$ cat src/rtl/instr_fetch_unit.sv
// ---------------------------------------------------------------------------
// instr_fetch_unit
//
// Instruction fetch stage. Owns the program counter, issues word fetches to
// instruction memory with a req/gnt/rvalid handshake, buffers returned words
// in a small in-order FIFO, and presents them to decode with valid/ready.
// A redirect flushes the FIFO and marks every in-flight response for discard.
//
// Parameters
//   RESET_PC     first fetch address after reset
//   FIFO_DEPTH   buffer entries (power of two, >= 2); also the in-flight cap
//
// Ports
//   clk          clock, all state on rising edge
//   reset        asynchronous active-high reset
//   imem_req     fetch request valid (combinational)
//   imem_addr    word-aligned fetch byte address
//   imem_gnt     request accepted this cycle
//   imem_rvalid  response valid (in grant order)
//   imem_rdata   returned instruction word
//   redirect     single-cycle control-transfer pulse
//   redirect_pc  new fetch address (low two bits ignored)
//   instr_valid  FIFO head valid
//   instr        FIFO head word, 0 when not valid
//   instr_pc     address of instr, 0 when not valid
//   instr_ready  decode accepts the head this cycle
// ---------------------------------------------------------------------------
module instr_fetch_unit #(
   parameter logic [31:0] RESET_PC   = 32'h0000_0000,
   parameter int          FIFO_DEPTH = 2
) (
   input  logic        clk,
   input  logic        reset,
   output logic        imem_req,
   output logic [31:0] imem_addr,
   input  logic        imem_gnt,
   input  logic        imem_rvalid,
   input  logic [31:0] imem_rdata,
   input  logic        redirect,
   input  logic [31:0] redirect_pc,
   output logic        instr_valid,
   output logic [31:0] instr,
   output logic [31:0] instr_pc,
   input  logic        instr_ready
);

   localparam int CNT_W = $clog2(FIFO_DEPTH + 1);
   localparam int PTR_W = $clog2(FIFO_DEPTH);

   localparam logic [CNT_W-1:0] CNT_ONE  = CNT_W'(1);
   localparam logic [CNT_W-1:0] CNT_FULL = CNT_W'(FIFO_DEPTH);
   localparam logic [CNT_W:0]   CREDITS  = (CNT_W + 1)'(FIFO_DEPTH);
   localparam logic [PTR_W-1:0] PTR_ONE  = PTR_W'(1);

   // Control state
   logic [31:0]      fetch_pc;
   logic [31:0]      resp_pc;
   logic [CNT_W-1:0] outstanding;
   logic [CNT_W-1:0] discard;
   logic [CNT_W-1:0] count;
   logic [PTR_W-1:0] wr_ptr;
   logic [PTR_W-1:0] rd_ptr;

   // Buffer storage: {pc, word} per entry, not reset (gated by count)
   logic [31:0] pc_mem   [FIFO_DEPTH];
   logic [31:0] word_mem [FIFO_DEPTH];

   logic [CNT_W:0] credit_used;
   logic [31:0]    redirect_tgt;
   logic           grant;
   logic           rsp;
   logic           keep;
   logic           push;
   logic           pop;

   assign redirect_tgt = redirect_pc & 32'hFFFF_FFFC;

   // Credits count both in-flight requests and buffered words, so a response
   // always has a slot. Registered count only: a same-cycle pop frees no credit.
   assign credit_used = {1'b0, outstanding} + {1'b0, count};
   assign imem_req    = !reset && !redirect && (credit_used < CREDITS);
   assign imem_addr   = fetch_pc;
   assign grant       = imem_req && imem_gnt;

   // A response with nothing outstanding is a protocol violation; ignoring it
   // keeps the counters from wrapping.
   assign rsp  = imem_rvalid && (outstanding != '0);
   assign keep = rsp && (discard == '0);
   assign push = keep && (count != CNT_FULL);

   assign instr_valid = (count != '0);
   assign pop         = instr_valid && instr_ready;
   assign instr       = instr_valid ? word_mem[rd_ptr] : 32'h0;
   assign instr_pc    = instr_valid ? pc_mem[rd_ptr]   : 32'h0;

   always_ff @(posedge clk or posedge reset) begin
      if (reset) begin
         fetch_pc    <= RESET_PC;
         resp_pc     <= RESET_PC;
         outstanding <= '0;
         discard     <= '0;
         count       <= '0;
         wr_ptr      <= '0;
         rd_ptr      <= '0;
      end else if (redirect) begin
         // Everything still unreturned after this cycle belongs to the old
         // path; the response arriving now is dropped with it.
         fetch_pc    <= redirect_tgt;
         resp_pc     <= redirect_tgt;
         outstanding <= outstanding - CNT_W'(rsp);
         discard     <= outstanding - CNT_W'(rsp);
         count       <= '0;
         wr_ptr      <= '0;
         rd_ptr      <= '0;
      end else begin
         if (grant) begin
            fetch_pc <= fetch_pc + 32'd4;
         end

         case ({grant, rsp})
            2'b10:   outstanding <= outstanding + CNT_ONE;
            2'b01:   outstanding <= outstanding - CNT_ONE;
            default: outstanding <= outstanding;
         endcase

         if (rsp && (discard != '0)) begin
            discard <= discard - CNT_ONE;
         end

         // resp_pc tracks the stream position even if a word is lost to an
         // overfull buffer, so later words keep their correct addresses.
         if (keep) begin
            resp_pc <= resp_pc + 32'd4;
         end

         if (push) begin
            wr_ptr <= wr_ptr + PTR_ONE;
         end
         if (pop) begin
            rd_ptr <= rd_ptr + PTR_ONE;
         end

         case ({push, pop})
            2'b10:   count <= count + CNT_ONE;
            2'b01:   count <= count - CNT_ONE;
            default: count <= count;
         endcase
      end
   end

   always_ff @(posedge clk) begin
      if (push && !redirect) begin
         pc_mem[wr_ptr]   <= resp_pc;
         word_mem[wr_ptr] <= imem_rdata;
      end
   end

endmodule

$ cat config.mk
export PLATFORM = sky130hd
export DESIGN_NAME = instr_fetch_unit
export DESIGN_NICKNAME = d
export VERILOG_FILES = /design/src/rtl/instr_fetch_unit.sv
export SDC_FILE = /design/constraint.sdc
export NUM_CORES = 1
export LEC_CHECK = 0
export BUFFER_PORTS_ARGS = -buffer_cell sky130_fd_sc_hd__buf_2
export CORE_MARGIN = 4
export CORE_UTILIZATION = 30
export CTS_BUF_LIST = sky130_fd_sc_hd__clkbuf_4 sky130_fd_sc_hd__clkbuf_8
export DETAILED_ROUTE_END_ITERATION = 8
export SLEW_MARGIN = 20
export SYNTH_ARGS = -nofsm -noshare
export SYNTH_HDL_FRONTEND = slang
export SYNTH_SLANG_ARGS = --single-unit
export TNS_END_PERCENT = 30
$ cat constraint.sdc
create_clock -name clk -period 9.93 [get_ports clk]
set_clock_uncertainty 0.1 [all_clocks]
set_input_delay 1.986 -clock clk [delete_from_list [all_inputs] [get_ports clk]]
set_output_delay 1.986 -clock clk [all_outputs]
set_load 0.01 [all_outputs]
* Word-level counts from Yosys, hierarchy flattened
Memories as Yosys holds them, arrays and structs flattened.
Index checks and enable logic that the tools add are counted.
** Storage, ports and cells
- Register bits after elaboration :: 72
- Memory bits (writable) :: 128
- Input bits :: 70
- Output and inout port bits :: 98
- Word-level logic and storage cells :: 66
- Memories :: 2
** Memories
- pc_mem :: depth 2, bits a word 32, read ports 1, clocked after Yosys merged registers in 0, wr ports 1, RTL line 65 : logic [31:0] pc_mem [FIFO_DEPTH];
- word_mem :: depth 2, bits a word 32, read ports 1, clocked after Yosys merged registers in 0, wr ports 1, RTL line 66 : logic [31:0] word_mem [FIFO_DEPTH];
** Operators by class
- $add $sub $neg :: 11
- Magnitude comparators :: 1
- Eq/ne operators :: 5
- Muxes and demuxes :: 18
- Reductions and logical operators :: 22
** Operators with widths (number)
- $mux 32 :: 6
- $add 32x3->32 const B :: 2
- $reduce_bool 2->1 :: 8
- $logic_and 1x1->1 :: 9
- $mux 2 :: 4
- $pmux 2 s2 :: 2
- $mux 1 :: 6
- $reduce_bool 3->1 :: 2
- $sub 2x1->2 const B :: 3
- $add 2x1->2 const B :: 2
- $eq 2x1->1 const B :: 2
- $eq 2x2->1 const B :: 2
- $add 2x2->3 :: 1
- $lt 3x2->1 const B :: 1
- $add 1x1->1 const B :: 2
- $logic_not 1->1 :: 2
- $logic_not 2->1 :: 1
- $ne 2x2->1 const B :: 1
- $sub 2x1->2 :: 1

* Depth between registers and ports, before layout
- Word-level depth :: 7
- Depth in mapped cells :: 8
- Mapped depth without buffers :: 6

* Worst setup path before layout
No wires, ideal clock.
- Kind :: input to register
- Start :: input redirect
- End :: memory pc_mem[1][10] (enable)
- Library setup time :: 571 ps
- Arrival time :: 7151 ps
- Required time :: 9259 ps
- Slack :: 2108 ps
- Cell stages on the path :: 4
- Path buffers :: 3
- Cells stage by stage :: clkbuf_1 -> clkbuf_1 -> clkbuf_1 -> nor3b_1
** On the way
- Longest elaborated chain between the ends :: 4
** Ends and longest elaborated chain
- from (decl) :: RTL line 39 : input logic redirect,
- $logic_not 1->1 :: RTL line 152 : if (push && !redirect) begin
- $logic_and 1x1->1 :: RTL line 152
- $mux 1 :: RTL line 152
- $mux 1 (not written as such) :: RTL line 153 : pc_mem[wr_ptr] <= resp_pc;
- to (decl) :: RTL line 65
No other way between the ends.

* Worst setup path after layout
- Start :: input redirect
- End :: output imem_req
** On the way
- Longest elaborated chain between the ends :: 3
** Ends and longest elaborated chain
- $logic_not 1->1 :: RTL line 81 : assign imem_req = !reset && !redirect && (credit_used < CREDITS);
- $logic_and 1x1->1 (2 in a row) :: RTL line 81
- to (decl) :: RTL line 34 : output logic imem_req,
No other way between the ends.

==> impl_metrics.env <==
export IMPL_relSlewSlack=0.3651
export IMPL_wl_per_cell_um=17.11
export IMPL_placement_io_buffers=161
export IMPL_die_y_um=179.2
export IMPL_ys_top_cells_by_count="edfxtp_1, nor2_1, dfrtp_1, mux2i_1, nand2_1"
export IMPL_via_count=6372
export IMPL_cp_data_arrival_time_ns=2.95
export IMPL_yosysTopAreaCell="edfxtp_1"
export IMPL_gp_congestion=0.7971
export IMPL_cts_tree="built"
export IMPL_cp_common_cell="buf_2"
export IMPL_critical_path_required_ns=7.84
export IMPL_path_buf_inv=3
export IMPL_numCtsBuffers=17
export IMPL_ys_ff_latch=192
export IMPL_drv_slew=0
export IMPL_n_fill_cell=2878
export IMPL_syn_area_per_cell_sq_um=12.08
export IMPL_cpMaxStageDelayCell="buf_4"
export IMPL_dieArea_sq_um=32110
export IMPL_clock_sinks=192
export IMPL_synth_top_area_frac=0.4236
export IMPL_hp_class="reg -> reg"
export IMPL_fmax_mhz=198.7
export IMPL_ctsResizeCount=0
export IMPL_first_iter_violations=368
export IMPL_row_count=62
export IMPL_synth_area_leaders="edfxtp_1, dfrtp_1, mux2i_1"
export IMPL_synth_flop_cell="edfxtp_1"
export IMPL_ir_worst_vdd_uv=71.94
export IMPL_clk_latency_ns=0.45
export IMPL_fin_crit_sh=0.5068
export IMPL_cp_max_fo=65
export IMPL_grt_pass1_vias=5941
export IMPL_grt_max_degree=71
export IMPL_swShare=0.3094
export IMPL_antenna_found_initial=0
export IMPL_syn2layout_area_growth_pct=18.35
export IMPL_seq_area_frac_synth=0.6171
export IMPL_hold_viol=0
export IMPL_cts_reportedPaths_clkPinSlew_ns=0.08
export IMPL_ys_types=53
export IMPL_pwr_share_seq=0.522
export IMPL_wirelength_um=21800
export IMPL_power_leakage_uw=0.003834
export IMPL_grt_ovfl_total=0
export IMPL_combPwrFrac=0.211
export IMPL_grt_usage=0.1329
export IMPL_clockPowerShare=0.267
export IMPL_worst_pin_slew_ns=0.9437
export IMPL_p_per_area_nw_per_um2=188.3
export IMPL_cts_buffer_depth=2
export IMPL_cp_cell_sequence="buf_2, buf_4, nor4_1, buf_2"
export IMPL_ctsHoldBuffers=0
export IMPL_dp_hpwl_um=14920
export IMPL_cp_slowest_stage_delay_ns=0.55
export IMPL_critical_path_class="in -> out"
export IMPL_holdWs_ns=0.4558
export IMPL_p_sw_uw=606.0
export IMPL_start_util=0.3055
export IMPL_fp_dieW_um=179.2
export IMPL_post_cts_buffers=0
export IMPL_ys_warn_count=0
export IMPL_rsz0062_at_grt="no"
export IMPL_drive_gt1_frac=0.2494
export IMPL_critPathCaptureType="output pin"
export IMPL_coreArea_sq_um=28780
export IMPL_h_tree_depth=4
export IMPL_cap_violations=0
export IMPL_yosysMostFrequentCell="edfxtp_1"
export IMPL_boundaryPins=168
export IMPL_critical_path_top_delay_family="buffers and inverters"
export IMPL_drc=0
export IMPL_ctsRootBufferMaster="clkbuf_8"
export IMPL_p_int_uw=1353
export IMPL_status="finished, final reports clean"
export IMPL_finalSetupViolCount=0
export IMPL_first_pass_iters=5
export IMPL_netlist_instances=728
export IMPL_n_antenna_cell=0
export IMPL_setup_tns_ns=0
export IMPL_vias_per_cell=5.002
export IMPL_synth_area_sq_um=8791
export IMPL_synthArstFlopShare=0.3542
export IMPL_final_nets=952
export IMPL_fin_crit_ns=5.032
export IMPL_ant_nets=0
export IMPL_critPathLaunchType="input pin"
export IMPL_grt_pass1_wl_um=33020
export IMPL_synth_edf_count=124
[logic make-up (layout without fill, tap and decap cells)]
family	Yosys count	after routing	share of synthesized area
AOI/OAI and AO/OA	103	103	0.08098
xor gates and xnor gates	19	19	0.01893
adders and majority gates	5	5	0.007971
buffers and inverters	59	218	0.02790
DFF	192	192	0.6171
muxes	72	72	0.08312
other	1	4	0.0004266
and+or+nand+nor	277	277	0.1635
[state kept, by name, indices dropped and copies added (netlist names)]
signal	cells
pc_mem	60
outstanding	2
word_mem	64
discard	2
imem_addr	30
wr_ptr	1
count	2
resp_pc	30
rd_ptr	1
[area by class of cell]
class / instances / area (sq um) / share of cell area
repair buffers: 169 / 865.8 / 0.08322
multi-input cells: 480 / 3162 / 0.3039
well taps: 384 / 480.5 / 0.04618
clock buffers: 20 / 275.3 / 0.02646
flip-flops and latches: 192 / 5429 / 0.5218
inverters: 17 / 63.81 / 0.006134
clock inverters: 12 / 127.6 / 0.01227
[power groups by stage]
stage               clock network (uW)  logic (uW)  registers, uW
finish                             523         413           1020
CTS                                546         424           1020
detailed placement                   0         422           1040
global placement                     0         416           1040
global route                       579         464           1030
floorplan                            0         284           1010
[final timing paths]
| check | start | end | slack [ns] | cells past startpoint |
|---|---|---|---|---|
| setup reg to reg | count[0]$_DFFE_PP0P_ | imem_addr[21]$_DFFE_PP0P_ | 6.45 | 6 |
| hold / removal | resp_pc[14]$_DFFE_PP0N_ | pc_mem[1][14]$_DFFE_PP_ | 0.46 | 0 |
| hold reg to reg | resp_pc[14]$_DFFE_PP0N_ | pc_mem[1][14]$_DFFE_PP_ | 0.46 | 0 |
| setup / recovery | redirect | imem_req | 4.90 | 4 |
| max in group asynchronous | reset | rd_ptr$_DFFE_PP0P_ | 7.34 | 3 |
| min in group asynchronous | reset | outstanding[1]$_DFFE_PP0P_ | 1.72 | 3 |
[cells in the final DEF, fill, tap and decap left out, types with 4 or more instances in the layout]
| cell | Yosys | routed |
|---|---|---|
| a211o_1 | 4 | 4 |
| a211oi_1 | 15 | 15 |
| a21oi_1 | 7 | 7 |
| a311oi_1 | 4 | 4 |
| a31oi_1 | 22 | 22 |
| and3_1 | 7 | 7 |
| and4_1 | 14 | 14 |
| buf_2 | 1 | 161 |
| buf_4 | 4 | 8 |
| clkbuf_8 | 0 | 20 |
| conb_1 | 1 | 4 |
| dfrtp_1 | 68 | 67 |
| edfxtp_1 | 124 | 124 |
| ha_1 | 4 | 4 |
| inv_1 | 16 | 16 |
| mux2_2 | 8 | 8 |
| mux2i_1 | 64 | 64 |
| nand2_1 | 34 | 34 |
| nand2b_1 | 7 | 7 |
| nand3_1 | 24 | 24 |
| nand4_1 | 19 | 19 |
| nor2_1 | 99 | 98 |
| nor3_1 | 13 | 12 |
| nor4_1 | 18 | 17 |
| o21ai_0 | 18 | 18 |
| o31ai_1 | 14 | 14 |
| or2_2 | 4 | 4 |
| or3_1 | 7 | 7 |
| or4_1 | 17 | 17 |
| xnor2_1 | 13 | 13 |
| xor2_1 | 6 | 6 |
[routing by layer]
layer / global-route usage / routed length, um
met1: 0.1880 / 10280
met2: 0.2095 / 10020
met3: 0.02741 / 1290
met4: 0.03364 / 212
met5: 0 / 0
[stage by stage]
stage	total power [uW]	std cells	worst slack, ns	area, sq um	util
global placement	1452	1242	4.893	9995	0.3473
global route	2078	1274	4.810	10400	0.3615
detailed placement	1462	1242	4.892	10000	0.3475
floorplan	1297	731	2.108	8802	-
finish	1959	1274	4.898	10400	0.3615
CTS	1992	1274	4.890	10400	0.3615
Note: power is estimated with default switching activity, not from simulation.
